--- config.mk ---
export PLATFORM = sky130hd
export DESIGN_NAME = modn_seq_ctrl_flat
export DESIGN_NICKNAME = d
export VERILOG_FILES = /design/src/rtl/modn_ctrl_pkg.sv /design/src/rtl/modn_seq_ctrl_if.sv /design/src/rtl/modn_cnt_core.sv /design/src/rtl/modn_seq_ctrl.sv /design/src/flat_wrapper.sv
export SDC_FILE = /design/constraint.sdc
export NUM_CORES = 1
export LEC_CHECK = 0
export CAP_MARGIN = 20
export CORE_ASPECT_RATIO = 0.8
export CORE_UTILIZATION = 45
export CTS_CLUSTER_SIZE = 12
export DETAILED_ROUTE_END_ITERATION = 8
export GPL_ROUTABILITY_DRIVEN = 0
export PLACE_DENSITY = 0.68
export SLEW_MARGIN = 20
export SYNTH_ARGS = -nofsm -noshare
export SYNTH_HDL_FRONTEND = slang
export SYNTH_SLANG_ARGS = --single-unit
--- constraint.sdc ---
create_clock -name i_clk -period 2.55 [get_ports i_clk]
set_clock_uncertainty 0.2 [all_clocks]
set_input_delay 0.255 -clock i_clk [delete_from_list [all_inputs] [get_ports i_clk]]
set_output_delay 0.255 -clock i_clk [all_outputs]
set_load 0.01 [all_outputs]
--- src/rtl/modn_ctrl_pkg.sv ---
// rtl/modn_ctrl_pkg.sv - shared state type and constants for the mod-N sequencer
package modn_ctrl_pkg;

  typedef enum logic [1:0] {
    IDLE = 2'd0,
    RUN  = 2'd1,
    DONE = 2'd2
  } state_t;

  localparam int unsigned N_MIN = 2;

  function automatic logic n_is_legal(input int unsigned n);
    return n >= N_MIN;
  endfunction

endpackage

--- src/rtl/modn_seq_ctrl_if.sv ---
// rtl/modn_seq_ctrl_if.sv - command handshake bundle for modn_seq_ctrl
interface modn_seq_ctrl_if #(
  parameter int WIDTH = 4,
  parameter int REP_W = 8
);
  logic             cmd_valid;
  logic             cmd_ready;
  logic [WIDTH-1:0] cmd_n;
  logic [REP_W-1:0] cmd_reps;

  modport master (output cmd_valid, output cmd_n, output cmd_reps, input cmd_ready);
  modport slave  (input cmd_valid, input cmd_n, input cmd_reps, output cmd_ready);
endinterface

--- src/rtl/modn_cnt_core.sv ---
// rtl/modn_cnt_core.sv - mod-N counter with registered wrap flag
// o_last marks an enabled edge that leaves N-1, i.e. the edge that closes a period.
module modn_cnt_core #(
  parameter int WIDTH = 4
) (
  input  logic             i_clk,
  input  logic             i_rst,
  input  logic             i_clr,
  input  logic             i_en,
  input  logic [WIDTH-1:0] i_n,
  output logic [WIDTH-1:0] o_cout,
  output logic             o_wrap,
  output logic             o_last
);

  logic [WIDTH-1:0] r_cout;
  logic             r_wrap;
  logic [WIDTH-1:0] w_n_m1;
  logic [WIDTH-1:0] w_next;

  assign w_n_m1 = i_n - WIDTH'(1);
  assign w_next = (r_cout == w_n_m1) ? '0 : r_cout + WIDTH'(1);

  // wrap is registered against the next count so it lines up with cout==N-1
  always_ff @(posedge i_clk) begin
    if (i_rst || i_clr) begin
      r_cout <= '0;
      r_wrap <= 1'b0;
    end else if (i_en) begin
      r_cout <= w_next;
      r_wrap <= (w_next == w_n_m1);
    end else begin
      r_wrap <= 1'b0;
    end
  end

  assign o_cout = r_cout;
  assign o_wrap = r_wrap;
  assign o_last = i_en && (r_cout == w_n_m1);

endmodule

--- src/rtl/modn_seq_ctrl.sv ---
// rtl/modn_seq_ctrl.sv - command-driven sequencer running a mod-N counter for a set number of periods
// Optional pause input is built when MODN_PAUSE_EN is defined.
module modn_seq_ctrl
  import modn_ctrl_pkg::*;
#(
  parameter int WIDTH = 4,
  parameter int REP_W = 8
) (
  input  logic             i_clk,
  input  logic             i_rst,
  modn_seq_ctrl_if.slave   cmd,
  input  logic             i_abort,
`ifdef MODN_PAUSE_EN
  input  logic             i_pause,
`endif
  output logic [WIDTH-1:0] o_cout,
  output logic             o_wrap,
  output logic             o_busy,
  output logic             o_done,
  output logic             o_err
);

  state_t           r_state;
  state_t           w_state_nxt;
  logic [WIDTH-1:0] r_n;
  logic [REP_W-1:0] r_reps;
  logic [REP_W-1:0] r_rep_cnt;
  logic             r_ready;
  logic             r_busy;
  logic             r_done;
  logic             r_err;
  logic             w_err_nxt;
  logic             w_load;
  logic             w_hs;
  logic             w_pause;
  logic             w_en;
  logic             w_clr;
  logic             w_last;
  logic             w_final;

`ifdef MODN_PAUSE_EN
  assign w_pause = i_pause;
`else
  assign w_pause = 1'b0;
`endif

  assign w_hs    = cmd.cmd_valid && r_ready;
  assign w_en    = (r_state == RUN) && !w_pause;
  // counter only keeps running across RUN->RUN edges; every other edge zeroes it
  assign w_clr   = (r_state != RUN) || (w_state_nxt != RUN);
  assign w_final = w_last && (r_reps != '0) && (r_rep_cnt == r_reps - REP_W'(1));

  modn_cnt_core #(.WIDTH(WIDTH)) u_cnt_core (
    .i_clk  (i_clk),
    .i_rst  (i_rst),
    .i_clr  (w_clr),
    .i_en   (w_en),
    .i_n    (r_n),
    .o_cout (o_cout),
    .o_wrap (o_wrap),
    .o_last (w_last)
  );

  always_comb begin
    w_state_nxt = r_state;
    w_err_nxt   = 1'b0;
    w_load      = 1'b0;
    case (r_state)
      IDLE: begin
        if (w_hs) begin
          if (n_is_legal(32'(cmd.cmd_n))) begin
            w_load      = 1'b1;
            w_state_nxt = RUN;
          end else begin
            w_err_nxt = 1'b1;
          end
        end
      end
      RUN: begin
        // abort wins over a coinciding final wrap
        if (i_abort) begin
          w_state_nxt = IDLE;
        end else if (w_final) begin
          w_state_nxt = DONE;
        end
      end
      DONE:    w_state_nxt = IDLE;
      default: w_state_nxt = IDLE;
    endcase
  end

  always_ff @(posedge i_clk) begin
    if (i_rst) begin
      r_state <= IDLE;
      r_ready <= 1'b1;
      r_busy  <= 1'b0;
      r_done  <= 1'b0;
      r_err   <= 1'b0;
    end else begin
      r_state <= w_state_nxt;
      r_ready <= (w_state_nxt == IDLE);
      r_busy  <= (w_state_nxt == RUN);
      r_done  <= (w_state_nxt == DONE);
      r_err   <= w_err_nxt;
    end
  end

  // rep_cnt saturates so an endless run (reps==0) never wraps it back
  always_ff @(posedge i_clk) begin
    if (i_rst) begin
      r_n       <= WIDTH'(N_MIN);
      r_reps    <= '0;
      r_rep_cnt <= '0;
    end else if (w_load) begin
      r_n       <= cmd.cmd_n;
      r_reps    <= cmd.cmd_reps;
      r_rep_cnt <= '0;
    end else if (w_last && (r_rep_cnt != '1)) begin
      r_rep_cnt <= r_rep_cnt + REP_W'(1);
    end
  end

  assign cmd.cmd_ready = r_ready;
  assign o_busy        = r_busy;
  assign o_done        = r_done;
  assign o_err         = r_err;

endmodule

--- src/flat_wrapper.sv ---
// flat-port wrapper written by rule: the top's interface ports become plain ports
module modn_seq_ctrl_flat import modn_ctrl_pkg::*;
#(
  parameter int WIDTH = 4,
  parameter int REP_W = 8
)
  (i_clk, i_rst, i_abort, o_cout, o_wrap, o_busy, o_done, o_err, cmd_cmd_valid, cmd_cmd_n, cmd_cmd_reps, cmd_cmd_ready);
  modn_seq_ctrl_if #(.WIDTH(WIDTH), .REP_W(REP_W)) cmd_i ();
  input  logic i_clk;
  input  logic i_rst;
  input  logic i_abort;
  output logic [WIDTH-1:0] o_cout;
  output logic o_wrap;
  output logic o_busy;
  output logic o_done;
  output logic o_err;
  input wire logic [$bits(cmd_i.cmd_valid)-1:0] cmd_cmd_valid;
  input wire logic [$bits(cmd_i.cmd_n)-1:0] cmd_cmd_n;
  input wire logic [$bits(cmd_i.cmd_reps)-1:0] cmd_cmd_reps;
  output wire logic [$bits(cmd_i.cmd_ready)-1:0] cmd_cmd_ready;
  assign cmd_i.cmd_valid = cmd_cmd_valid;
  assign cmd_i.cmd_n = cmd_cmd_n;
  assign cmd_i.cmd_reps = cmd_cmd_reps;
  assign cmd_cmd_ready = cmd_i.cmd_ready;
  modn_seq_ctrl #(.WIDTH(WIDTH), .REP_W(REP_W)) u_core (.i_clk(i_clk), .i_rst(i_rst), .cmd(cmd_i), .i_abort(i_abort), .o_cout(o_cout), .o_wrap(o_wrap), .o_busy(o_busy), .o_done(o_done), .o_err(o_err));
endmodule
* After elaboration in Yosys (flattened, before gate mapping)
Index checks and enable logic that the tools add are counted.
** Word-level totals
- Register bits after elaboration :: 31
- Input port bits :: 16
- Output and inout bits :: 9
- Logic and storage cells :: 50
** Operators by class
- Add/subtract/negate cells :: 4
- Magnitude comparators :: 1
- Equality and inequality tests :: 9
- Multiplexer cells :: 10
- Bitwise gates (word level) :: 3
- Reduce and logical (&&, ||, !) cells :: 13
** Operator list (count)
- adder 8 x 1 -> 8 bit, second input constant :: 1
- == test 4 bit :: 2
- == test 8 bit :: 1
- two-way mux 2 bit :: 4
- != test 8 bit, second input constant :: 1
- nonzero test 8 bit :: 1
- subtractor 8 x 1 -> 8 bit, second input constant :: 1
- logical AND 1 bit :: 5
- adder 4 x 1 -> 4 bit, second input constant :: 1
- == test 2 x 1 -> 1 bit, second input constant :: 2
- greater-or-equal comparator 4 x 2 -> 1 bit, second input constant :: 1
- logical NOT 2 bit :: 2
- two-way mux 1 bit :: 4
- two-way mux 4 bit :: 1
- != test 2 x 1 -> 1 bit, second input constant :: 2
- case mux 2 bit (2 select lines) :: 1
- OR reduction 2 bit :: 2
- subtractor 4 x 1 -> 4 bit, second input constant :: 1
- inverter 1 bit :: 3
- OR reduction 3 bit :: 1
- == test 2 bit, second input constant :: 1
- logical OR 1 bit :: 2

* Depth between registers and ports, before layout
Gate-level depths: netlist of run 1.
- Word-level depth :: 12
- Gate-level depth with buffers :: 9
- Mapped depth without buffers :: 8

* By module
Synthesis of run 1 repeated with hierarchy kept, for this count alone.
** Unflattened totals
- Cell total of the unflattened synthesis :: 199
- Area total of the unflattened synthesis :: 1754.2 µm²
** Modules (own cells, without submodules)
- modn_seq_ctrl :: times used 1, cells an instance 148, area each 1320.0 µm², sequential area each 520.5 µm²
- modn_cnt_core :: times used 1, cells an instance 51, area each 434.2 µm², sequential area each 100.1 µm²

* Worst setup path after synthesis of run 1
Ideal clock, no wire load.
- Kind :: register -> register
- Start point :: register u_core.r_n[0]
- End point :: register u_core.r_done, in the netlist u_core.o_done
- Setup time :: 0.080 ns
- Arrival time :: 2.273 ns
- Data required time :: 2.270 ns
- Setup slack :: -0.003 ns
- Cell stages (with the launch flop) :: 10
- Path buffers :: 1
- Clock period less this slack :: 2.553 ns
- Path through :: dfxtp_1 > inv_1 > ha_1 > xnor2_2 > xnor2_1 > nand4bb_1 > buf_2 > or4_4 > a2111oi_4 > nor3b_1
** Between the ends
- Longest elaborated chain between the ends :: 9
** RTL lines
- from (decl) :: line modn_seq_ctrl.sv:25 : logic [WIDTH-1:0] r_n;
- from (signal assigned) :: line modn_seq_ctrl.sv:111 : r_n <= WIDTH'(N_MIN);
- from (signal assigned) :: line modn_seq_ctrl.sv:115 : r_n <= cmd.cmd_n;
- subtractor 4 x 1 -> 4 bit :: line modn_cnt_core.sv:21 : assign w_n_m1 = i_n - WIDTH'(1);
- == test 4 bit :: line modn_cnt_core.sv:39 : assign o_last = i_en && (r_cout == w_n_m1);
- logical AND 1 bit :: line modn_cnt_core.sv:39
- logical AND 1 bit (2 in series) :: line modn_seq_ctrl.sv:51 : assign w_final = w_last && (r_reps != '0) && (r_rep_cnt == r_reps - REP_W'(1));
- two-way mux 2 bit :: line modn_seq_ctrl.sv:83 : end else if (w_final) begin
- two-way mux 2 bit :: line modn_seq_ctrl.sv:81 : if (i_abort) begin
- case mux 2 bit (2 select lines) :: line modn_seq_ctrl.sv:68 : case (r_state)
- == test 2 bit :: line modn_seq_ctrl.sv:103 : r_done <= (w_state_nxt == DONE);
- to (signal assigned) :: line modn_seq_ctrl.sv:103
- to (decl) :: line modn_seq_ctrl.sv:30 : logic r_done;
No other way between the ends.
A chain may end at the register's enable or synchronous reset.

* Worst setup path in the final report of run 1
- Start point :: register u_core.r_n[1]
- End point :: register u_core.u_cnt_core.r_wrap, in the netlist u_core.u_cnt_core.o_wrap
** Between the ends
- Longest elaborated chain between the ends :: 12
- Elaborated cells between the ends (all ways) :: 14
- Those cells by class :: 1 x add/sub; 3 x eq/ne; 4 x mux; 6 x reduce/logical
** RTL lines
- subtractor 4 x 1 -> 4 bit (*) :: line modn_cnt_core.sv:21
- == test 4 bit :: line modn_cnt_core.sv:22, modn_cnt_core.sv:39
- logical AND 1 bit :: line modn_cnt_core.sv:39
- logical AND 1 bit (2 in series) :: line modn_seq_ctrl.sv:51
- two-way mux 2 bit :: line modn_seq_ctrl.sv:83
- two-way mux 2 bit :: line modn_seq_ctrl.sv:81
- case mux 2 bit (2 select lines) :: line modn_seq_ctrl.sv:68
- != test 2 x 1 -> 1 bit :: line modn_seq_ctrl.sv:50 : assign w_clr = (r_state != RUN) || (w_state_nxt != RUN);
- logical OR 1 bit :: line modn_seq_ctrl.sv:50
- logical OR 1 bit :: line modn_cnt_core.sv:26 : if (i_rst || i_clr) begin
- OR reduction 2 bit (no source line)
- to (signal assigned) :: line modn_cnt_core.sv:31 : r_wrap <= (w_next == w_n_m1);
- to (decl) :: line modn_cnt_core.sv:17 : logic r_wrap;
Every way passes the cells marked *; elsewhere a longest branch is shown, timed or not.

==> results of run 1 <==
-- worst max-delay path: cells and delay by family, from the launching register on --
kind,cells,cell delay [ps]
DFF,1,330
and+or+nand+nor,2,680
xor gates and xnor gates,2,280
AOI/OAI and AO/OA,2,420
adders and majority gates,1,180
buffers and inverters,2,260
-- what timing repair did --
item | 4_1_cts | 5_1_grt
setup buffers | 2 | 1
gates cloned | 0 | 0
pin swaps | 1 | 4
setup endpoints to repair | 2 | 4
gates resized for setup | 0 | 6
-- cells in the mapped netlist --
| master | instances |
|---|---|
| a21boi_0 | 1 |
| o31a_1 | 1 |
| o2111ai_1 | 1 |
| nor4b_1 | 1 |
| nand2_1 | 9 |
| a31o_1 | 1 |
| inv_1 | 8 |
| nor2_1 | 35 |
| a2bb2oi_1 | 1 |
| xor2_1 | 5 |
| and3_1 | 1 |
| o21a_1 | 1 |
| mux2i_1 | 10 |
| nand3_1 | 5 |
| a22o_1 | 2 |
| buf_1 | 2 |
| nand2b_1 | 1 |
| a2111oi_4 | 1 |
| o21ai_1 | 1 |
| and2_1 | 1 |
| nand4bb_1 | 1 |
| o21bai_1 | 1 |
| xnor2_2 | 1 |
| or4_4 | 1 |
| dfxtp_1 | 31 |
| o31ai_1 | 1 |
| clkbuf_1 | 7 |
| a211oi_1 | 3 |
| nand4_1 | 1 |
| ha_1 | 4 |
| a21oi_1 | 7 |
| a21o_1 | 1 |
| o21ai_0 | 3 |
| nor4_1 | 7 |
| or2_2 | 1 |
| nor4b_2 | 1 |
| buf_2 | 1 |
| xnor2_1 | 22 |
| nor3_1 | 8 |
| nand4b_1 | 2 |
| nor3b_1 | 3 |
-- kinds of logic (layout without fill, tap and decap cells) --
| kind of cell | count (synthesis) | count (layout) | share of synthesized area, % |
|---|---|---|---|
| AO/OA/AOI/OAI | 26 | 26 | 11.63 |
| XOR/XNOR | 28 | 28 | 15.05 |
| adder cells (fa/ha/maj) | 4 | 4 | 2.981 |
| buffers and inverters | 18 | 54 | 4.099 |
| flip-flops | 31 | 31 | 36.96 |
| multiplexers | 10 | 10 | 5.961 |
| AND/OR/NAND/NOR | 78 | 78 | 23.32 |
-- final cells by class --
type	instances	area share, %
Sequential cell	31	28.65
Tap cell	42	2.411
Multi-Input combinational cell	146	47.70
Timing Repair Buffer	40	16.53
Inverter	8	1.378
Clock buffer	6	3.330
-- registers in the layout, summed over array words and instances, names as in the netlist --
name / count
u_core.cmd.cmd_ready: 1
u_core.o_busy: 1
u_core.o_done: 1
u_core.o_err: 1
u_core.r_n: 4
u_core.r_rep_cnt: 8
u_core.r_reps: 8
u_core.r_state: 2
u_core.u_cnt_core.o_cout: 4
u_core.u_cnt_core.o_wrap: 1
-- power by group through the flow --
stage	Sequential (mW)	Clock (mW)	Combinational (mW)
floorplan	0.533	0	0.161
global placement	0.535	0	0.234
detailed placement	0.536	0	0.244
CTS	0.525	0.363	0.246
global route	0.530	0.383	0.288
finish	0.527	0.356	0.264
-- metal layers --
metal	up-vias	share of wire [%]
met3	11	5.1
met5	-	0
met2	48	44
li1	748	-
met1	693	48
met4	0	2.7
-- through the flow --
step / TNS [ps] / setup WS, ps / instance area (um^2) / power (mW)
floorplan: 0 / 11.53 / 1695 / 0.6942
global placement: 0 / 75.61 / 2044 / 0.7685
detailed placement: -92.65 / -59.87 / 2044 / 0.7798
CTS: 0 / 30.38 / 2132 / 1.134
global route: -6.659 / -6.659 / 2180 / 1.201
finish: 0 / 92.04 / 2180 / 1.147
-- worst paths after layout --
path | from | endpoint | slack [ps] | depth (start not counted)
worst max register to register | u_core.r_n[1] | u_core.u_cnt_core.o_wrap | 90 | 9
worst min-delay path | u_core.r_n[0] | u_core.r_n[0] | 340 | 2
worst max-delay path | u_core.r_n[1] | u_core.u_cnt_core.o_wrap | 90 | 9
worst min register to register | u_core.r_n[0] | u_core.r_n[0] | 340 | 2
==> results.sh, run 1 <==
export IMPL_status="finished, final reports clean"
export IMPL_grt_pass1_wl_um=6513
export IMPL_min_period_ps=2458
export IMPL_clkTransAtPathRegs_ps=60
export IMPL_synth_top_area_share_pct=36.96
export IMPL_routed_via_count=1500
export IMPL_grt_start_max_net_pins=17
export IMPL_p_int_mw=0.8243
export IMPL_yosysWarnings=0
export IMPL_p_leak_nw=0.8018
export IMPL_p_sw_mw=0.3224
export IMPL_n_antenna_cell=0
export IMPL_worst_setup_path_end_kind="register"
export IMPL_fill_cells=298
export IMPL_port_buffer_count=24
export IMPL_peakVddDrop_mv=0.3532
export IMPL_p_clk_share_pct=31.0
export IMPL_grt_pass1_vias=1470
export IMPL_clk_latency_ps=290
export IMPL_maxCapViolations=0
export IMPL_dieArea_um2=3981
export IMPL_via_per_inst=5.495
export IMPL_final_cells=273
export IMPL_syn_nets=215
export IMPL_die_x_um=70.30
export IMPL_track_usage_pct=21.47
export IMPL_ys_top_cells_by_area="dfxtp_1 37%, xnor2_1 11%, nor2_1 7.8%"
export IMPL_post_dp_hpwl_um=2885
export IMPL_hold_viol_final=0
export IMPL_yosysTopAreaCell="dfxtp_1"
export IMPL_power_density_nw_per_um2=526.1
export IMPL_setup_viol=0
export IMPL_cts_tree="yes"
export IMPL_drt_first_pass_iters=4
export IMPL_hp_class="reg -> reg"
export IMPL_nets=252
export IMPL_antenna_found_initial=0
export IMPL_initial_core_util_pct=48.05
export IMPL_htreeDepth=2
export IMPL_core_area_um2=3495
export IMPL_required_ps=2520
export IMPL_slew_headroom_pct=65.28
export IMPL_tightest_slew_ps=515.3
export IMPL_power_frac_comb_pct=23.0
export IMPL_drcViolationCount=0
export IMPL_gr_usage_met2_pct=31.97
export IMPL_worstSetupPathType="reg -> reg"
export IMPL_crit_chain="inv_1, ha_4, xnor2_4, xnor2_2, nand4bb_1, or4_4, a2111oi_4, buf_4, a211oi_1"
export IMPL_ff_latch_area_um2=624.3
export IMPL_layout_common_cells="35 x nor2_1, 30 x dfxtp_1, 24 x clkdlybuf4s50_1"
export IMPL_grt_util_met1_pct=27.52
export IMPL_final_common_cell="nor2_1"
export IMPL_cp_max_fo=5
export IMPL_finalCoreUtilization_pct=62.37
export IMPL_syn_to_final_growth_pct=29.81
export IMPL_worstSetupStartpointType="register"
export IMPL_cts_max_path_buffers=2
export IMPL_drive_above_1_share_pct=13.85
export IMPL_grt_overflow=0
export IMPL_hold_buffers=0
export IMPL_use_met3_pct=6.104
export IMPL_rows=19
export IMPL_yosysSeqAreaShare_pct=36.96
export IMPL_drt_iter0_markers=107
export IMPL_clock_sinks=31
export IMPL_route_detailed_wl_per_inst_um=14.14
export IMPL_holdWs_ps=338.9
export IMPL_routed_wl_um=3859
export IMPL_sequentialPowerShare_pct=46.0
export IMPL_synth_seq_cells=31
export IMPL_synth_cell_type_count=41
export IMPL_critPathArrivalTime_ps=2430
export IMPL_cts_root_buf="clkbuf_8"
export IMPL_report_final_slew_viol_count=0
export IMPL_io_pins=25
export IMPL_fmax_mhz=406.8
export IMPL_period_share_pct=96.39
export IMPL_syn_area_um2=1679
export IMPL_synth_avg_cell_area_um2=8.611
export IMPL_multi_input_area_um2=1040
export IMPL_fp_dieH_um=56.64
export IMPL_cts_made_buffers=5
export IMPL_crit_path_top_delay_cell="or4_4"
export IMPL_drtAntennaViolNets=0
export IMPL_syn_instance_count=195
export IMPL_swShare_pct=28.12
export IMPL_busiest_layer="met2"
export IMPL_placed_cells=264
export IMPL_critPathMaxStageDelay_ps=450
(Power assumes the default switching activity.)
==> inputs of run 2 (changes only) <==
--- a/config.mk
+++ b/config.mk
@@ -7,2 +7,3 @@
 export LEC_CHECK = 0
+export ABC_AREA = 1
 export CAP_MARGIN = 20
@@ -13,3 +14,3 @@
 export GPL_ROUTABILITY_DRIVEN = 0
-export PLACE_DENSITY = 0.68
+export PLACE_DENSITY = 0.67
 export SLEW_MARGIN = 20
--- a/constraint.sdc
+++ b/constraint.sdc
@@ -4,2 +4,2 @@
 set_output_delay 0.255 -clock i_clk [all_outputs]
-set_load 0.01 [all_outputs]
+set_load 0.05 [all_outputs]
==> run 2 against run 1 <==
Core utilization decreased by 4.9 points. Highest routed layer unchanged. Via count increased by 14%. Final cell count increased by 32%. Routed wire length increased by 1.6%. Clock-buffer cell count unchanged. Synthesized cell count increased by 42%. Largest cell class unchanged. Critical path type unchanged. Clock power increased by 7.3%. Total power increased by 5.3%. Worst setup slack improved by 300 ps. Global-route usage decreased by 0.23 points.
==> results.sh, run 2 <==
export IMPL_status="finished, final reports clean"
export IMPL_yosysSeqAreaShare_pct=34.02
export IMPL_grt_pass1_wl_um=6886
export IMPL_cts_tree="yes"
export IMPL_syn_to_final_growth_pct=20.71
export IMPL_holdPathStages=2
export IMPL_setup_tns_final_ps=0
export IMPL_p_leak_nw=1.006
export IMPL_grt_start_max_net_pins=21
export IMPL_cts_made_buffers=5
export IMPL_synth_cell_type_count=28
export IMPL_synth_edff_count=0
export IMPL_track_usage_pct=21.25
export IMPL_hold_viol_final=0
export IMPL_critPathArrivalTime_ps=2130
export IMPL_synth_compound_area_share_pct=8.642
export IMPL_power_density_nw_per_um2=548.4
export IMPL_worstSetupPathType="reg -> reg"
export IMPL_worst_setup_path_end_kind="register"
export IMPL_synth_avg_cell_area_um2=6.586
export IMPL_drcViolationCount=0
export IMPL_synth_top_family_by_area="simple AND/OR/NAND/NOR gates"
export IMPL_slew_headroom_pct=66.63
export IMPL_io_pins=25
export IMPL_initial_core_util_pct=47.65
export IMPL_ff2ff_setup_slack_ps=390
export IMPL_rows=20
export IMPL_worstSetupStartpointType="register"
export IMPL_r2r_start="u_core.r_n[0]"
export IMPL_syn_instance_count=277
export IMPL_drt_iter0_markers=56
export IMPL_setup_viol=0
export IMPL_netlist_top_cells_count="76 x nand2_1, 33 x nor2_1, 31 x dfxtp_1, 31 x inv_1, 26 x nand3_1"
export IMPL_min_to="u_core.r_reps[1]"
export IMPL_ys_top_cells_by_area="dfxtp_1 34%, nand2_1 16%, nand3_1 7.1%"
export IMPL_antenna_found_initial=0
export IMPL_cts_max_path_buffers=2
export IMPL_synth_fa_ha_area_share_pct=2.743
export IMPL_worstRegToRegCells=12
export IMPL_clk_latency_ps=290
export IMPL_dieArea_um2=4314
export IMPL_layout_common_cells="76 x nand2_1, 33 x nor2_1, 31 x inv_1, 31 x dfxtp_1, 26 x nand3_1"
export IMPL_hp_class="reg -> reg"
export IMPL_rsz0062_at_grt="false"
export IMPL_core_area_um2=3829
export IMPL_clock_sinks=31
export IMPL_port_buffer_count=24
export IMPL_finalCoreUtilization_pct=57.52
export IMPL_syn_area_um2=1824
export IMPL_drive_above_1_share_pct=9.180
export IMPL_routed_via_count=1710
export IMPL_syn_nets=297
export IMPL_synth_most_common_cell="nand2_1"
export IMPL_yosysWarnings=0
export IMPL_route_detailed_wl_per_inst_um=10.89
export IMPL_min_period_ps=2157
export IMPL_synth_top_area_share_pct=34.02
export IMPL_required_ps=2530
export IMPL_peakVddDrop_mv=0.3453
export IMPL_post_dp_hpwl_um=3028
export IMPL_n_antenna_cell=0
export IMPL_period_share_pct=84.59
export IMPL_clkTransAtPathRegs_ps=70
export IMPL_power_mw=1.208
export IMPL_hold_path_startpoint="u_core.r_reps[1]"
export IMPL_synth_seq_cells=31
export IMPL_synth_xor_area_share_pct=5.761
export IMPL_report_final_slew_viol_count=0
export IMPL_yosys_area_share_simple_pct=39.92
export IMPL_routed_wl_um=3921
export IMPL_hold_buffers=0
export IMPL_final_common_cell="nand2_1"
export IMPL_htreeDepth=2
export IMPL_maxCapViolations=0
export IMPL_cp_max_fo=9
export IMPL_tightest_slew_ps=499.0
export IMPL_die_x_um=73.19
export IMPL_fill_cells=376
export IMPL_synth_mux_area_share_pct=0
export IMPL_post_cts_setup_buffers=0
export IMPL_cts_resized=0
export IMPL_grt_overflow=0
export IMPL_synth_ff_type="dfxtp_1"
export IMPL_reg2reg_to="u_core.r_rep_cnt[2]"
export IMPL_yosysTopAreaCell="dfxtp_1"
export IMPL_fp_dieH_um=58.95
export IMPL_reg_largest_list="u_core.r_rep_cnt: 8 flops, u_core.r_reps: 8 flops"
export IMPL_synthArstFlopShare_pct=0
export IMPL_grt_pass1_vias=1564
export IMPL_drtAntennaViolNets=0
export IMPL_cts_root_buf="clkbuf_8"
export IMPL_drt_first_pass_iters=4
export IMPL_nets=324
export IMPL_via_per_inst=4.750
export IMPL_fmax_mhz=463.6
[run 2: how the worst max path moves through the flow]
| stage | from | endpoint | slack [ps] | cells past startpoint |
|---|---|---|---|---|
| after floorplan | u_core.u_cnt_core.o_cout[0] | u_core.r_rep_cnt[2] | 570 | 11 |
| after global placement | cmd_cmd_valid | u_core.r_n[2] | 390 | 8 |
| after detailed placement | cmd_cmd_valid | u_core.r_reps[3] | 310 | 8 |
| after CTS | u_core.r_n[0] | u_core.r_rep_cnt[2] | 390 | 12 |
| after global routing | u_core.r_n[0] | u_core.r_rep_cnt[2] | 210 | 12 |
| final | u_core.r_n[0] | u_core.r_rep_cnt[2] | 390 | 12 |
[run 2: through the flow]
| step | hold slack, ps | instance area, um^2 | setup WS (ps) | std cells |
|---|---|---|---|---|
| floorplan | 124.1 | 1824 | 571.0 | 277 |
| global placement | 260.8 | 2117 | 393.8 | 352 |
| detailed placement | 268.3 | 2117 | 310.3 | 352 |
| CTS | 278.1 | 2202 | 385.2 | 360 |
| global route | 313.5 | 2202 | 213.4 | 360 |
| finish | 275.3 | 2202 | 393.0 | 360 |
[run 2: final cells by class]
cell class | count | area (um^2) | share of cell area (%)
multi-input combinational | 203 | 1041 | 47.27
sequential | 31 | 620.6 | 28.18
timing repair buffer | 24 | 240.2 | 10.91
inverter | 39 | 146.4 | 6.648
clock buffer | 6 | 72.57 | 3.295
tap | 55 | 68.82 | 3.125
clock inverter | 2 | 12.51 | 0.5682
[run 2: critical path: stages (launching register included)]
cell and delay (ps):
dfxtp_1 360, inv_2 80, ha_1 350, or2_1 110, nand3_1 110, nor2_4 140
nand2_4 110, nor2_8 180, nand2_4 120, nor2_2 120, nand2_1 60, nand2_1 70
nor2_2 30
[run 2: routing by layer]
| layer | share of wire [%] | global-route usage (%) |
|---|---|---|
| met1 | 56 | 30.78 |
| met2 | 39 | 30.56 |
| met3 | 4.7 | 5.479 |
| met4 | 0.61 | 6.723 |
| met5 | 0 | 0 |
[run 2: cell families (layout without fill, tap and decap cells)]
group,Yosys count,after routing
AO/OA/AOI/OAI,31,31
XOR/XNOR,12,12
adder cells (fa/ha/maj),4,4
buffers and inverters,43,71
flip-flops,31,31
AND/OR/NAND/NOR,156,156
[run 2: where the power goes]
group	leakage [nW]	internal [mW]	switching, mW	total, mW
Clock	0.0412	0.191	0.192	0.382
Combinational	0.712	0.111	0.183	0.295
Sequential	0.253	0.509	0.0222	0.531
==> inputs of run 3 (changes only) <==
Clock period 2.55 ns to 1.8 ns, I/O delays scaled along.
==> run 3 against run 2 <==
The flow now finishes with violations (setup timing). Cell area up 18%. Final cell count up 9.7%. Core utilization is 10 points higher. Register-to-register slack worse by 480 ps. Worst setup slack got worse by 480 ps. Die area unchanged. First-iteration DRC count increased by 130%. Global-route usage grew 2.8 points. Sequential share of layout area down 3.9 points. Critical path type unchanged. Highest routed layer unchanged.
==> results.sh, run 3 (synthesis results as in run 2) <==
export IMPL_reg_largest_list="u_core.r_rep_cnt: 8 flops, u_core.r_reps: 8 flops"
export IMPL_clock_sinks=31
export IMPL_maxUsedRoutingLayer="met4"
export IMPL_layout_common_cells="75 x nand2_1, 42 x buf_4, 29 x nor2_1"
export IMPL_hp_class="in -> reg"
export IMPL_routed_via_count=1866
export IMPL_p_clk_share_pct=31.4
export IMPL_pre_cts_ws_ps=-137.9
export IMPL_io_pins=25
export IMPL_fmax_mhz=529.0
export IMPL_period_share_pct=105.0
export IMPL_grt_pass1_vias=1694
export IMPL_fill_cells=331
export IMPL_power_density_nw_per_um2=731.3
export IMPL_drcViolationCount=0
export IMPL_p_int_mw=1.312
export IMPL_crit_chain="inv_2, ha_4, or2_1, nand3_2, nor2_4, nand2_4, buf_4, nand2_1, nand2_1, nand2_1, nor2_1, nand2_1, nor2_1"
export IMPL_final_common_cell="nand2_1"
export IMPL_report_final_slew_viol_count=0
export IMPL_hold_buffers=0
export IMPL_critPathMaxStageDelay_ps=340
export IMPL_grt_pass1_wl_um=7748
export IMPL_worst_setup_path_end_kind="register"
export IMPL_grt_overflow=0
export IMPL_status="complete, but fails checks"
export IMPL_clkTransAtPathRegs_ps=60
export IMPL_tightest_slew_ps=410.9
export IMPL_drt_iter0_markers=130
export IMPL_port_buffer_count=24
export IMPL_fp_dieH_um=58.95
export IMPL_wl_met2_um=1916
export IMPL_crit_top_cell="nand2_1"
export IMPL_swShare_pct=30.94
export IMPL_clk_latency_ps=280
export IMPL_crit_path_top_delay_cell="dfxtp_2"
export IMPL_p_sw_mw=0.5880
export IMPL_drtAntennaViolNets=0
export IMPL_syn_to_final_growth_pct=42.46
export IMPL_required_ps=1820
export IMPL_setup_viol=17
export IMPL_cts_made_buffers=5
export IMPL_wl_met3_um=310
export IMPL_cp_max_fo=5
export IMPL_n_antenna_cell=0
export IMPL_maxCapViolations=0
export IMPL_worstSetupPathType="reg -> reg"
export IMPL_via_per_inst=4.724
export IMPL_dieArea_um2=4314
export IMPL_sequentialPowerShare_pct=39.9
export IMPL_min_period_ps=1891
export IMPL_peakVddDrop_mv=0.3866
export IMPL_slew_headroom_pct=72.57
export IMPL_cts_max_path_buffers=2
export IMPL_met1_length_um=2272
export IMPL_nets=359
export IMPL_design_area_um2=2599
export IMPL_cts_root_buf="clkbuf_8"
export IMPL_hold_viol_final=0
export IMPL_rsz0062_at_grt="true"
export IMPL_drt_first_pass_iters=5
export IMPL_worstSetupStartpointType="register"
export IMPL_post_dp_hpwl_um=3347
export IMPL_track_usage_pct=24.02
export IMPL_violations="setup timing"
export IMPL_initial_core_util_pct=47.65
export IMPL_holdWs_ps=285.6
export IMPL_critPathArrivalTime_ps=1910
export IMPL_route_detailed_wl_per_inst_um=11.52
export IMPL_final_setup_worst_slack_ps=-90.51
export IMPL_grt_start_max_net_pins=16
export IMPL_core_area_um2=3829
export IMPL_p_leak_nw=1.200
export IMPL_cts_tree="yes"
export IMPL_die_x_um=73.19
export IMPL_htreeDepth=2
export IMPL_routed_wl_um=4549
export IMPL_place_area_um2=2347
export IMPL_drive_above_1_share_pct=32.06
export IMPL_finalCoreUtilization_pct=67.88
export IMPL_antenna_found_initial=0
export IMPL_power_frac_comb_pct=28.8
export IMPL_rows=20
==> run 3: cell types whose count changed in the layout (fill, tap and decap cells not counted), moves of 4 or more <==
cell,change
nand3_1,-7
a21oi_2,+8
nand3_2,+6
a21oi_1,-8
dfxtp_2,+8
clkdlybuf4s50_1,-9
dfxtp_1,-8
inv_2,+6
buf_4,+42
nor2_1,-4
inv_1,-6
==> run 3: final cells by class <==
cell class / instances / area [um^2] / share of cell area, %
timing repair buffer: 58 / 476.7 / 18.34
multi-input combinational: 204 / 1176 / 45.26
tap: 55 / 68.82 / 2.648
inverter: 39 / 146.4 / 5.633
sequential: 31 / 630.6 / 24.27
clock buffer: 8 / 100.1 / 3.852
==> run 3: stage by stage <==
| step | cells | power (mW) | TNS, ps |
|---|---|---|---|
| finish | 395 | 1.900 | -926.5 |
| global route | 395 | 2.018 | -2599 |
| CTS | 393 | 1.905 | -719.9 |
| detailed placement | 382 | 1.269 | -2201 |
| global placement | 382 | 1.259 | -1196 |
| floorplan | 277 | 1.082 | -72.21 |
==> run 3: repair_timing <==
| item | 4_1_cts | 5_1_grt |
|---|---|---|
| setup buffers | 2 | 2 |
| pin swaps | 15 | 7 |
| gates cloned | 1 | 0 |
| endpoints found under the setup margin | 17 | 24 |
| resized for setup | 25 | 10 |
==> run 3: critical path: cells and delay by family (launching register included) <==
kind / cells / cell delay [ps]
DFF: 1 / 340
and+or+nand+nor: 10 / 880
adders and majority gates: 1 / 230
buffers and inverters: 2 / 180
==> run 3: final timing paths <==
| kind | to | from | slack [ps] | depth (start not counted) |
|---|---|---|---|---|
| setup / recovery | u_core.u_cnt_core.o_wrap | u_core.r_n[0] | -90 | 13 |
| hold / removal | u_core.r_reps[5] | cmd_cmd_reps[5] | 290 | 3 |
| setup reg to reg | u_core.u_cnt_core.o_wrap | u_core.r_n[0] | -90 | 13 |
| hold reg to reg | u_core.r_reps[7] | u_core.r_reps[7] | 300 | 2 |
==> run 3: power by group through the flow <==
stage	registers [mW]	logic (mW)	clock network (mW)
floorplan	0.781	0.301	0
global placement	0.767	0.492	0
CTS	0.756	0.537	0.612
global route	0.761	0.614	0.643
finish	0.757	0.547	0.596
detailed placement	0.768	0.501	0
==> run 3: metal layers <==
metal | GRT usage (%) | up-vias
li1 | - | 999
met1 | 35.30 | 804
met2 | 34.66 | 55
met3 | 5.137 | 8
met4 | 7.843 | 0
met5 | 0 | -
